**src/rtl/adder_result_accumulator.sv**
```systemverilog
// ============================================================================
// adder_result_accumulator
// Sums the four 2-bit adder lanes over a WINDOW-sample window and presents
// the total and an overflow flag through a valid/ready output handshake.
// Optional build macro: ACC_SATURATE_EN (clamp instead of wrap on overflow).
// Revision: 1.0 - initial release
// ============================================================================
`default_nettype none

module adder_result_accumulator #(
    parameter int ACC_W  = 10,
    parameter int WINDOW = 8
) (
    input  logic             clk,
    input  logic             reset,
    input  logic             ena,
    input  logic             clear,
    input  logic             in_valid,
    output logic             in_ready,
    input  logic [1:0]       z,
    input  logic [1:0]       x,
    input  logic [1:0]       y,
    input  logic [1:0]       v,
    output logic             out_valid,
    input  logic             out_ready,
    output logic [ACC_W-1:0] acc_out,
    output logic             overflow,
    output logic             busy
);

    localparam int CNT_W = $clog2(WINDOW + 1);

    typedef enum logic [1:0] {
        IDLE = 2'd0,
        ACC  = 2'd1,
        DONE = 2'd2
    } state_t;

    state_t           state, state_n;
    logic [ACC_W-1:0] acc, acc_n;
    logic [CNT_W-1:0] cnt, cnt_n;
    logic             ovf_trk, ovf_trk_n;
    logic [ACC_W-1:0] acc_out_n;
    logic             overflow_n;
    logic             out_valid_n;

    logic [3:0]       term;
    logic [ACC_W:0]   sum;
    logic             carry;
    logic [ACC_W-1:0] acc_add;
    logic             accept;

    assign in_ready = ena & (state != DONE);
    assign busy     = (state != IDLE);
    assign accept   = ena & in_valid & in_ready;

    assign term  = {2'b00, z} + {2'b00, x} + {2'b00, y} + {2'b00, v};
    assign sum   = {1'b0, acc} + (ACC_W + 1)'(term);
    assign carry = sum[ACC_W];

`ifdef ACC_SATURATE_EN
    // Once clamped, further non-negative terms keep the sum at all-ones.
    assign acc_add = carry ? {ACC_W{1'b1}} : sum[ACC_W-1:0];
`else
    assign acc_add = sum[ACC_W-1:0];
`endif

    always_comb begin
        state_n     = state;
        acc_n       = acc;
        cnt_n       = cnt;
        ovf_trk_n   = ovf_trk;
        acc_out_n   = acc_out;
        overflow_n  = overflow;
        out_valid_n = out_valid;

        if (ena && clear) begin
            state_n     = IDLE;
            acc_n       = '0;
            cnt_n       = '0;
            ovf_trk_n   = 1'b0;
            overflow_n  = 1'b0;
            out_valid_n = 1'b0;
        end else begin
            case (state)
                IDLE: begin
                    if (accept) begin
                        acc_n     = ACC_W'(term);
                        cnt_n     = CNT_W'(1);
                        ovf_trk_n = 1'b0;
                        if (WINDOW == 1) begin
                            state_n     = DONE;
                            acc_out_n   = ACC_W'(term);
                            overflow_n  = 1'b0;
                            out_valid_n = 1'b1;
                        end else begin
                            state_n = ACC;
                        end
                    end
                end
                ACC: begin
                    if (accept) begin
                        acc_n     = acc_add;
                        cnt_n     = cnt + CNT_W'(1);
                        ovf_trk_n = ovf_trk | carry;
                        if (cnt == CNT_W'(WINDOW - 1)) begin
                            state_n     = DONE;
                            acc_out_n   = acc_add;
                            overflow_n  = ovf_trk | carry;
                            out_valid_n = 1'b1;
                        end
                    end
                end
                DONE: begin
                    if (ena && out_ready) begin
                        state_n     = IDLE;
                        acc_n       = '0;
                        cnt_n       = '0;
                        ovf_trk_n   = 1'b0;
                        out_valid_n = 1'b0;
                    end
                end
                default: begin
                    state_n = IDLE;
                end
            endcase
        end
    end

    always_ff @(posedge clk or posedge reset) begin
        if (reset) begin
            state     <= IDLE;
            acc       <= '0;
            cnt       <= '0;
            ovf_trk   <= 1'b0;
            acc_out   <= '0;
            overflow  <= 1'b0;
            out_valid <= 1'b0;
        end else begin
            state     <= state_n;
            acc       <= acc_n;
            cnt       <= cnt_n;
            ovf_trk   <= ovf_trk_n;
            acc_out   <= acc_out_n;
            overflow  <= overflow_n;
            out_valid <= out_valid_n;
        end
    end

endmodule

`default_nettype wire

```
**config.mk**
```make
export PLATFORM = sky130hd
export DESIGN_NAME = adder_result_accumulator
export DESIGN_NICKNAME = d
export VERILOG_FILES = /design/src/rtl/adder_result_accumulator.sv
export SDC_FILE = /design/constraint.sdc
export NUM_CORES = 1
export LEC_CHECK = 0
export ABC_AREA = 1
export CAP_MARGIN = 15
export CORE_ASPECT_RATIO = 0.6
export CORE_MARGIN = 2
export CORE_UTILIZATION = 25
export CTS_CLUSTER_DIAMETER = 50
export DETAILED_ROUTE_END_ITERATION = 12
export DONT_BUFFER_PORTS = 1
export RECOVER_POWER = 50
export SYNTH_ARGS = -nofsm -noshare
export SYNTH_HDL_FRONTEND = slang
export SYNTH_SLANG_ARGS = --single-unit
export TNS_END_PERCENT = 1
```
**constraint.sdc**
```tcl
create_clock -name clk -period 1.85 [get_ports clk]
set_clock_uncertainty 0.1 [all_clocks]
set_input_delay 0.185 -clock clk [delete_from_list [all_inputs] [get_ports clk]]
set_output_delay 0.185 -clock clk [all_outputs]
set_load 0.02 [all_outputs]
```
==> impl_metrics.yaml, run 1 <==
status:
  outcome: "complete, but fails checks"
  violations: "setup timing"
placement:
  portBuffers: 0
  dp_hpwl_um: 3620
  dp_cells: 372
  dpl_cell_area_um2: 2130
  place_congestion: 0.840
setup_path:
  r2r_slack_ps: -100
  r2r_end: "ovf_trk"
  regToRegStartpoint: "acc[0]"
  endpoint_kind: "flop"
  path_cells: "fa_1 > inv_1 > fa_1 > inv_2 > ha_4 > fa_2 > ha_4 > nand3b_1 > nand2_2 > nand2_2 > o21bai_1 > nand2_1 > nand2_1"
  r2r_cells: 9
  critPathMaxStageDelay_ps: 520
  crit_end: "ovf_trk"
  crit_family: "adder cells"
  required_ps: 1970
  cp_num_buf_inv: 2
  crit_slowest_cell: "fa_1"
  cp.arrival_ps: 2950
  path_class: "primary input to flop"
  path_max_fanout: 5
  crit_start: "y[1]"
  worstSetupStartpointType: "primary input"
  cp.depth: 13
timing:
  final.min_clock_period_ps: 2830
  finalHoldViolations: 0
  hold_slack_ps: 43.8
  relSlewSlack: 0.500
  min_period_over_period: 1.53
  slew_viol_final: 0
  timing.fmax_mhz: 353
  worst_pin_slew_ps: 751
  setup_ws_ps: -980
  rsz0062_at_grt: "true"
  setup_viol: 20
clock_tree:
  numCtsBuffers: 5
  cts_tree: "yes"
  root_buffer: "clkbuf_16"
  clk_latency_ps: 280
  clk_path_buf_depth: 2
  cts.sinks: 29
  path_clk_slew_ps: 50
  h-tree-depth: 2
route:
  drt-total-wl_um: 4800
  firstDrtPassIters: 4
  vias: 1632
  drt_iter0_markers: 90
  vias_per_cell: 4.27
  drc_errors: 0
  wl_per_cell_um: 12.6
  antenna_left: 0
yosys:
  synth_nets: 284
  synth_edf_count: 0
  synth_ff_type: "dfrtp_1"
  synthArstFlopShare: 1.00
  synth_seq_area_share: 0.383
  synth_area_um2: 1890
  ys_ff_latch: 29
  ys.warnings.count: 0
  synthDistinctLibCells: 24
  syn_inst: 253
  syn_area_per_cell_um2: 7.48
power_and_ir_drop:
  power_leakage_nw: 1.23
  power_density_nw_per_um2: 1520
  max-vdd-ir-drop_mv: 0.529
floorplanning:
  die_area_um2: 8310
  die_h_um: 71.4
  io_pins: 28
  core_um2: 7300
  rows: 24
  fp.dieW_um: 116
  initial_core_util: 0.259
global_route:
  grt_max_degree: 30
  grt_pass1_vias: 1559
  grt_usage: 0.127
  antenna_found_initial: 0
  overflow: 0
  grt_pass1_wl_um: 8050
hold_path:
  hold_path_class: "primary input to flop"
  min_from: "clear"
cells_and_area:
  final_cell_count_no_fill: 382
  areaGrowthSynthToFinish_pct: 29.5
  stdcell_area_um2: 2450
  drive_above_1_share: 0.237
  final_common_cell: "nand2_1"
  layout_common_cells: "92 x nand2_1, 29 x dfrtp_1, 23 x inv_1"
  n_antenna_cell: 0
  fin_nets: 308
job:
  drv_cap: 0
per-layer routing:
layer	wire [um]	share of wire	global-route usage
met1	2630	0.55	0.212
met5	0	0	0
met2	1700	0.35	0.144
met3	403	0.084	0.0381
met4	76	0.016	0.0476
cell type report:
cell class / count / area (um2)
well taps: 104 / 130
clock inverters: 2 / 37.5
clock buffers: 6 / 139
flip-flops and latches: 29 / 726
fillers: 766 / 4840
inverters: 30 / 114
multi-input cells: 192 / 1160
repair buffers: 19 / 150
registers in the layout, indices dropped and copies added (netlist names):
register   flops
acc_out       10
ovf_trk        1
cnt            4
overflow       1
acc           10
out_valid      1
state          2
logic make-up (layout without fill, tap and decap cells):
| logic type | after synthesis | count (layout) | synth area share |
|---|---|---|---|
| adder cells (fa/ha/maj) | 17 | 17 | 0.132 |
| XOR/XNOR | 2 | 2 | 0.00925 |
| AND/OR/NAND/NOR | 150 | 150 | 0.339 |
| flip-flops | 29 | 29 | 0.383 |
| AO/OA/AOI/OAI | 23 | 23 | 0.0661 |
| buffers and inverters | 32 | 57 | 0.0701 |
stage by stage:
| step | setup slack, ps | utilization | setup TNS [ps] | total power, W |
|---|---|---|---|---|
| 2_1_floorplan | -1120 | - | -20380 | 0.00185 |
| 3_3_place_gp | -1360 | 0.293 | -24660 | 0.00245 |
| 3_5_place_dp | -1420 | 0.293 | -25580 | 0.00246 |
| 4_1_cts | -980 | 0.331 | -18040 | 0.00363 |
| 5_1_grt | -1130 | 0.336 | -20560 | 0.00401 |
| 6_report | -980 | 0.336 | -17900 | 0.00372 |
timing repair:
item	CTS	global route
resized for setup	18	15
setup endpoints to repair	20	27
pin swaps	14	5
setup buffers	1	0
hold endpoints to repair	29	0
hold buffers	1	0
how the worst min path moves through the flow:
stage	cells after the start	to
after global routing	3	state[0]
after global placement	2	acc_out[5]
after floorplan	1	acc[0]
after CTS	3	state[0]
after detailed placement	2	acc_out[5]
final	3	state[0]
worst min-delay path, delay by kind of cell:
kind | cells | cell delay, ps
simple gates | 1 | 90
compound gates | 2 | 100
report_power, final:
group          internal (W)  leakage (nW)  total (W)  switching [W]
clock              0.000670        0.0831   0.000957       0.000287
combinational      0.000814         0.749    0.00193        0.00111
sequential         0.000732         0.395   0.000838       0.000106
total               0.00222          1.23    0.00372        0.00151
synthesized netlist by cell type, types with 2 or more instances:
cell      count  area share
a21oi_1       8       0.021
dfrtp_1      29        0.38
fa_1          5       0.053
ha_1         12       0.079
inv_1        27       0.054
inv_2         2      0.0040
nand2_1     102        0.20
nand2_2       4       0.013
nand3_1      18       0.048
nand3b_1      4       0.016
nand4_1       3      0.0099
nor2_1       15       0.030
nor2_4        2       0.012
o21ai_0      11       0.029
o21ai_2       2      0.0093
(Power assumes the default switching activity.)
==> run 2, diff against run 1 <==
--- a/config.mk
+++ b/config.mk
@@ -9,10 +9,10 @@
 export CAP_MARGIN = 15
 export CORE_ASPECT_RATIO = 0.6
 export CORE_MARGIN = 2
-export CORE_UTILIZATION = 25
-export CTS_CLUSTER_DIAMETER = 50
+export CORE_UTILIZATION = 57
 export DETAILED_ROUTE_END_ITERATION = 12
 export DONT_BUFFER_PORTS = 1
+export PLACE_DENSITY = 0.75
 export RECOVER_POWER = 50
 export SYNTH_ARGS = -nofsm -noshare
 export SYNTH_HDL_FRONTEND = slang
==> run 2 against run 1 <==
The run still ends with setup timing left. Sequential power hardly changed. Clock power is 26% lower. Via count increased by 4.8%. Cell count down 15%. Non-clock buffer count unchanged. Global-route usage grew 15 points. Final area down 2.9%. Wire length down 0.77%. Highest routed layer unchanged.
==> impl_metrics.yaml, run 2 (synthesized netlist as in run 1, its figures left out) <==
status:
  outcome: "complete, but fails checks"
  violations: "setup timing"
floorplanning:
  die_area_um2: 3810
  die_h_um: 48.6
  io_pins: 28
  fp.dieW_um: 78.4
  rows: 16
  core_um2: 3220
  initial_core_util: 0.587
cells_and_area:
  fin_nets: 308
  largestRegisters: "acc (10), acc_out (10), cnt (4)"
  final_common_cell: "nand2_1"
  nFillCells: 233
  layout_common_cells: "85 x nand2_1, 29 x dfrtp_1, 23 x inv_1"
  n_antenna_cell: 0
  drive_above_1_share: 0.281
  areaGrowthSynthToFinish_pct: 25.8
  postLayoutCoreUtil: 0.739
timing:
  relSlewSlack: 0.517
  finalHoldViolations: 0
  slew_viol_final: 0
  setup_viol: 20
  min_period_over_period: 1.54
  rsz0062_at_grt: "true"
  final.min_clock_period_ps: 2850
  setup_ws_ps: -997
  worst_pin_slew_ps: 725
  hold_slack_ps: 49.2
  timing.fmax_mhz: 351
power_and_ir_drop:
  power.total_w: 0.00353
  power_leakage_nw: 1.21
  max-vdd-ir-drop_mv: 0.809
  power_density_nw_per_um2: 1480
hold_path:
  min_from: "clear"
  hold_path_class: "primary input to flop"
  hold_depth: 3
  holdPathEnd: "state[0]"
route:
  drt-total-wl_um: 4770
  wl_per_cell_um: 14.8
  drt_iter0_markers: 114
  antenna_left: 0
  firstDrtPassIters: 4
  drc_errors: 0
  vias_per_cell: 5.30
  vias: 1711
setup_path:
  path_max_fanout: 3
  r2r_slack_ps: 0
  r2r_end: "overflow"
  regToRegStartpoint: "acc[0]"
  worstSetupStartpointType: "primary input"
  cp.arrival_ps: 2980
  r2r_cells: 9
  path_class: "primary input to flop"
  endpoint_kind: "flop"
  required_ps: 1980
clock_tree:
  h-tree-depth: 2
  root_buffer: "clkbuf_8"
  path_clk_slew_ps: 70
  cts_tree: "yes"
  numCtsBuffers: 5
  clk_path_buf_depth: 2
  clk_latency_ps: 290
  cts.sinks: 29
placement:
  dp_hpwl_um: 3180
  place_congestion: 0.899
  portBuffers: 0
global_route:
  grt_pass1_wl_um: 7970
  grt_pass1_vias: 1694
  antenna_found_initial: 0
  grt_usage: 0.276
  overflow: 0
  grt_max_degree: 30
job:
  drv_cap: 0
-- run 2: cell count changes in the layout (fill, tap and decap cells not counted), sizes merged --
cell / delta
dlygate4sd3: +1
buf: -1
-- run 2: worst max path at each step --
stage / slack [ps] / end / start / cells after the start
global route: -1100 / acc[9] / y[1] / 15
CTS: -960 / acc[9] / y[1] / 15
detailed placement: -1310 / acc[2] / y[1] / 12
global placement: -1270 / acc[2] / y[1] / 12
finish: -1000 / acc[9] / y[1] / 15
floorplan: -1120 / acc[7] / y[1] / 17
-- run 2: cell type report --
cell class	instances	area, um2	share of cell area
well taps	45	56.3	0.0236
flip-flops and latches	29	726	0.305
repair buffers	19	161	0.0678
clock inverters	2	37.5	0.0158
inverters	30	114	0.0478
clock buffers	6	82.6	0.0347
multi-input cells	192	1200	0.506
-- run 2: worst max-delay path: stages --
cell and delay [ps]:
fa_1 530, inv_1 50, fa_1 500, inv_2 50, ha_4 150, fa_2 520
ha_4 310, nand2_1 80, nor2_2 130, nand2_2 80, nand3_2 90, nand3_2 80
nand2_2 110, nand2_2 70, nand2_2 60
-- run 2: power by group --
group,internal (W),switching [W],total (W)
clock network,0.000438,0.000271,0.000709
registers,0.000730,0.000111,0.000841
logic,0.000843,0.00114,0.00198
total,0.00201,0.00152,0.00353
-- run 2: layer usage --
layer	vias to the layer above	GRT usage	share of wire	wire length, um
met2	56	0.388	0.44	2100
met1	805	0.416	0.48	2280
met3	5	0.0858	0.073	346
met4	0	0.0702	0.0097	46
li1	845	-	-	-
met5	-	0	0	0
-- run 2: what timing repair did --
action                                  CTS  global route
hold buffers                              2             0
buffers inserted                          1             0
pin swaps                                 7            11
resized for setup                        10            36
endpoints found under the setup margin   20            28
hold endpoints to repair                 30             0
-- run 2: stage by stage --
| step | setup TNS [ps] | cells | cell area (um2) | worst slack (ps) |
|---|---|---|---|---|
| 2_1_floorplan | -20380 | 253 | 1900 | -1120 |
| 3_3_place_gp | -23720 | 312 | 2070 | -1270 |
| 3_5_place_dp | -24520 | 312 | 2070 | -1310 |
| 4_1_cts | -17000 | 323 | 2250 | -956 |
| 5_1_grt | -19440 | 323 | 2380 | -1100 |
| 6_report | -17480 | 323 | 2380 | -997 |
